**src/rtl/key_debounce.sv**
```systemverilog
// key_debounce: synchronises four active-low key switches, debounces each
// on a slow sample tick, and priority-encodes the held keys into a
// registered note index with a valid flag and a one-cycle press strobe.

// Per-key lane: two-flop synchroniser plus a debounce counter. The lane
// only accepts a new key state after DEB_TICKS consecutive differing
// samples; any sample that agrees with the current state restarts the count.
module key_debounce_lane #(
  parameter int DEB_TICKS = 200
) (
  input  logic CLK,
  input  logic RST,
  input  logic tick,
  input  logic sw_n,
  output logic key_dn
);
  localparam int CW = $clog2(DEB_TICKS) + 1;
  localparam logic [CW-1:0] CNT_MAX = CW'(DEB_TICKS - 1);

  logic [1:0]    sync_q, sync_d;
  logic          key_q, key_d;
  logic [CW-1:0] cnt_q, cnt_d;
  logic          raw_dn;

  // Synchroniser shift (stage 0 samples the raw pin) and debounce next-state.
  always_comb begin
    sync_d = {sync_q[0], sw_n};
    raw_dn = ~sync_q[1];
    key_d  = key_q;
    cnt_d  = cnt_q;
    if (tick) begin
      if (raw_dn == key_q) begin
        cnt_d = '0;
      end else if (cnt_q == CNT_MAX) begin
        key_d = raw_dn;
        cnt_d = '0;
      end else begin
        cnt_d = cnt_q + 1'b1;
      end
    end
  end

  // Lane state; synchroniser resets to the released level.
  always_ff @(posedge CLK or posedge RST) begin
    if (RST) begin
      sync_q <= 2'b11;
      key_q  <= 1'b0;
      cnt_q  <= '0;
    end else begin
      sync_q <= sync_d;
      key_q  <= key_d;
      cnt_q  <= cnt_d;
    end
  end

  assign key_dn = key_q;
endmodule

// Top: sample-tick generator, four debounce lanes, priority encoder and
// the registered note outputs.
module key_debounce #(
  parameter int TICK_DIV  = 2500,
  parameter int DEB_TICKS = 200
) (
  input  logic       CLK,
  input  logic       RST,
  input  logic       SW0,
  input  logic       SW1,
  input  logic       SW2,
  input  logic       SW3,
  output logic [3:0] KEY_DN,
  output logic [1:0] NOTE,
  output logic       NOTE_VALID,
  output logic       PRESS,
  output logic       TICK
);
  localparam int NUM_LANES = 4;
  localparam int TW = $clog2(TICK_DIV);
  localparam logic [TW-1:0] TICK_LAST = TW'(TICK_DIV - 1);

  logic [NUM_LANES-1:0] sw_n;
  logic [NUM_LANES-1:0] key_dn;
  logic [TW-1:0]        tick_cnt_q, tick_cnt_d;
  logic                 tick_q, tick_d;
  logic [1:0]           note_q, note_d;
  logic                 valid_q, valid_d;
  logic                 press_q, press_d;

  assign sw_n = {SW3, SW2, SW1, SW0};

  // Tick counter wraps at TICK_DIV-1; TICK is registered so it lands the
  // cycle after the counter reads its last value.
  always_comb begin
    tick_d     = (tick_cnt_q == TICK_LAST);
    tick_cnt_d = tick_d ? '0 : tick_cnt_q + 1'b1;
  end

  // Tick generator state.
  always_ff @(posedge CLK or posedge RST) begin
    if (RST) begin
      tick_cnt_q <= '0;
      tick_q     <= 1'b0;
    end else begin
      tick_cnt_q <= tick_cnt_d;
      tick_q     <= tick_d;
    end
  end

  for (genvar i = 0; i < NUM_LANES; i++) begin : g_lane
    key_debounce_lane #(.DEB_TICKS(DEB_TICKS)) u_lane (
      .CLK    (CLK),
      .RST    (RST),
      .tick   (tick_q),
      .sw_n   (sw_n[i]),
      .key_dn (key_dn[i])
    );
  end

  // Lowest held index wins; PRESS fires on a new note or an index change.
  always_comb begin
    note_d  = '0;
    valid_d = |key_dn;
    for (int i = NUM_LANES - 1; i >= 0; i--) begin
      if (key_dn[i]) note_d = 2'(i);
    end
    press_d = valid_d & (~valid_q | (note_d != note_q));
  end

  // Registered note outputs, updated every cycle.
  always_ff @(posedge CLK or posedge RST) begin
    if (RST) begin
      note_q  <= '0;
      valid_q <= 1'b0;
      press_q <= 1'b0;
    end else begin
      note_q  <= note_d;
      valid_q <= valid_d;
      press_q <= press_d;
    end
  end

  assign KEY_DN     = key_dn;
  assign NOTE       = note_q;
  assign NOTE_VALID = valid_q;
  assign PRESS      = press_q;
  assign TICK       = tick_q;
endmodule

```
**config.mk**
```make
export PLATFORM = sky130hd
export DESIGN_NAME = key_debounce
export DESIGN_NICKNAME = d
export VERILOG_FILES = /design/src/rtl/key_debounce.sv
export SDC_FILE = /design/constraint.sdc
export NUM_CORES = 1
export LEC_CHECK = 0
export CAP_MARGIN = 10
export CELL_PAD_IN_SITES_DETAIL_PLACEMENT = 2
export CELL_PAD_IN_SITES_GLOBAL_PLACEMENT = 2
export CORE_MARGIN = 1.5
export CORE_UTILIZATION = 42
export CTS_CLUSTER_SIZE = 16
export DETAILED_ROUTE_END_ITERATION = 12
export GPL_ROUTABILITY_DRIVEN = 0
export PLACE_DENSITY = 0.95
export SYNTH_ARGS = -nofsm -noshare
export SYNTH_HDL_FRONTEND = slang
export SYNTH_SLANG_ARGS = --single-unit
export TNS_END_PERCENT = 100
```
**constraint.sdc**
```tcl
create_clock -name CLK -period 5.1 [get_ports CLK]
set_input_delay 0.51 -clock CLK [delete_from_list [all_inputs] [get_ports CLK]]
set_output_delay 0.51 -clock CLK [all_outputs]
set_load 0.03 [all_outputs]
```
==> reports/results.tsv <==
metric	value	unit
# DRC	0	
sequential fraction of the synthesis area	54.9	%
Synth Instances	281	
area growth from synthesis to layout	16.3	%
antenna-violating nets left	0	
FF-to-FF Start	g_lane[3].u_lane.cnt_q[0]	
initial antenna violation count	0	
clk slew on worst S/H paths	80	ps
post-CTS sizing	0	
layout cells sized above 1	10.2	%
final core occ	50.7	%
clock tree sinks	65	
Synth Area per Inst	10.6	um2
Avg WL per Cell	22.1	um
WHS	359	ps
CTS Buf Count	9	
pwr/cell area	324	nW/um2
I/O Buffers	14	
largest net degree at the start of global routing	66	
Logic pwr share	1.7	%
clock power share	51.7	%
Reg2Reg Setup Slack	2980	ps
gr usage total	26.0	%
Worst VDD drop	0.143	mV
LEAKAGE	1.53	nW
via count	2261	
Critical Path End Type	output pin	
postcts setup bufs	0	
layout net count	309	
dpl cells	383	
clock skew	4.57	ps
GR Overflow Total	0	
Starting Density	43.6	%
Initial DRT Pass Iterations	4	
Flop pwr share	46.6	%
number of I/O pins	15	
Power, Total	1.12	mW
first-pass GRT wire length	14400	um
Post-Route WL	8830	um
core area	6830	um2
worst path required time	4590	ps
vias per cell	5.67	
crit start category	flop	
die area	7610	um2
max-slew violations	0	
total number of yosys warnings	0	
HPWL after DPL	5040	um
syn nets	292	
CP Class	reg2out	
vias in the first global route	2648	
post-layout min period	2260	ps
run status	finished, final reports clean	
die height	87.2	um
post-synth cell types	36	
TritonCTS clock tree	yes	
setup TNS	0	ps
Chip Width	87.2	um
area occupied by multi-input gates	1260	um2
hold depth	0	
FF+latch count, synth	65	
Skew-Pair Late Insertion Delay	360	ps
unrepaired setup endpoints after global routing	no	
register area	1640	um2
Max clock buf depth	2	
depth of the most critical reg-to-reg path	5	
worst hold path class	reg2reg	
max_cap viols	0	
synthesized area	2980	um2
most common cell after layout, fill and taps aside	dfrtp_1	
drt initial violations	122	
Rel. slew slack	42.9	%
Hold Fails Final Rpt	0	
Rows	30	
htree depth	3	
Non-Filler Instances	399	
critical path peak fanout	33	
worst hold path startpoint	g_lane[0].u_lane.sync_q[0]	
f_max	443	MHz
setup violators final	0	
CP arrival	1750	ps
# fillers	699	
Antenna Cells	0	
most frequent cells in the layout	dfrtp_1 (57), nor2_1 (37), xor2_1 (22), nand2_1 (22), nand3_1 (18)	
Worst R2R End	g_lane[3].u_lane.cnt_q[8]	
internal power	0.891	mW
Tcrit/Tclk final	44.3	%
Worst Tran Pin Value	856	ps
hold bufs inserted after CTS	0	
clock root buffer master	clkbuf_8	
NetSw	0.231	mW
hold worst-path end	g_lane[0].u_lane.sync_q[1]	
Sw Ratio	20.6	%
[synth_stat cells]
library cell	count	share of area (%)
o31ai_1	1	0.25
and4_1	4	1.2
clkbuf_1	6	0.76
nor3_1	5	0.84
a41o_1	1	0.34
a211oi_2	1	0.42
buf_4	4	1.0
xnor2_1	15	4.4
a22o_1	1	0.29
a31oi_1	4	0.84
or3_1	1	0.21
dfstp_2	8	7.1
and3_1	6	1.3
nand3_1	18	3.0
nor2b_1	1	0.21
xor2_1	22	6.5
nand2_1	22	2.8
nor4_1	4	0.84
ha_1	5	2.1
dfrtp_1	57	48
nand4_1	13	2.7
o2bb2ai_1	6	1.8
nor4_4	1	0.71
inv_1	8	1.0
and2_1	2	0.42
nand2b_1	2	0.42
a32oi_1	1	0.29
mux2i_1	5	1.7
a21o_1	1	0.25
mux2_2	1	0.38
nor2_1	37	4.7
o21ai_0	11	1.8
or4b_4	1	0.46
o21a_1	1	0.25
a21oi_1	4	0.67
a41oi_1	1	0.29
[critical path: stages, from the launching register on]
cell,delay (ps)
dfrtp_1,330
buf_4,320
clkdlybuf4s50_1,740
[state kept, by name, summed over array words and instances, names as in the netlist]
name	flops
NOTE_VALID	1
g_lane.u_lane.cnt_q	36
g_lane.u_lane.key_dn	4
tick_cnt_q	12
PRESS	1
NOTE	2
TICK	1
g_lane.u_lane.sync_q	8
[power groups by stage]
stage               Sequential [mW]  Combinational [mW]  Clock (mW)
floorplan                     0.532              0.0103           0
finish                        0.523              0.0192       0.579
global route                  0.523              0.0219       0.608
detailed placement            0.533              0.0190           0
CTS                           0.523              0.0201       0.589
global placement              0.532              0.0187           0
[through the flow]
stage	setup slack (ps)	area, um2
4_1_cts	2840	3460
2_1_floorplan	2980	2980
6_report	2840	3460
3_3_place_gp	3240	3200
3_5_place_dp	3140	3200
5_1_grt	2780	3460
[cell type report]
class / count / area share [%]
Clock inverter: 4 / 2.82
Inverter: 8 / 0.867
Clock buffer: 12 / 4.77
Sequential cell: 65 / 47.2
Tap cell: 96 / 3.47
Multi-Input combinational cell: 198 / 36.4
Timing Repair Buffer: 16 / 4.48
[worst max path at each step]
stage,from,slack [ps],end,cells after the start
floorplan,RST,2980,NOTE[0],1
global placement,TICK,3240,TICK,2
detailed placement,TICK,3140,g_lane[3].u_lane.cnt_q[5],5
CTS,TICK,2840,TICK,2
global route,TICK,2780,TICK,2
finish,TICK,2840,TICK,2
[routing by layer]
layer | global-route usage [%] | vias to the layer above | wire, um
met2 | 45.7 | 37 | 4650
met4 | 12.3 | 0 | 273
met1 | 29.8 | 1197 | 3670
li1 | - | 1007 | -
met5 | 0 | - | 0
met3 | 6.16 | 20 | 239
[kinds of logic after synthesis]
kind of cell               share of synthesized area (%)
xor gates and xnor gates                            10.9
AOI/OAI and AO/OA                                   7.52
DFF                                                 54.9
adders and majority gates                           2.10
buffers and inverters                               2.77
and+or+nand+nor                                     19.7
muxes                                               2.06
Power figures use the tool's default switching activity.
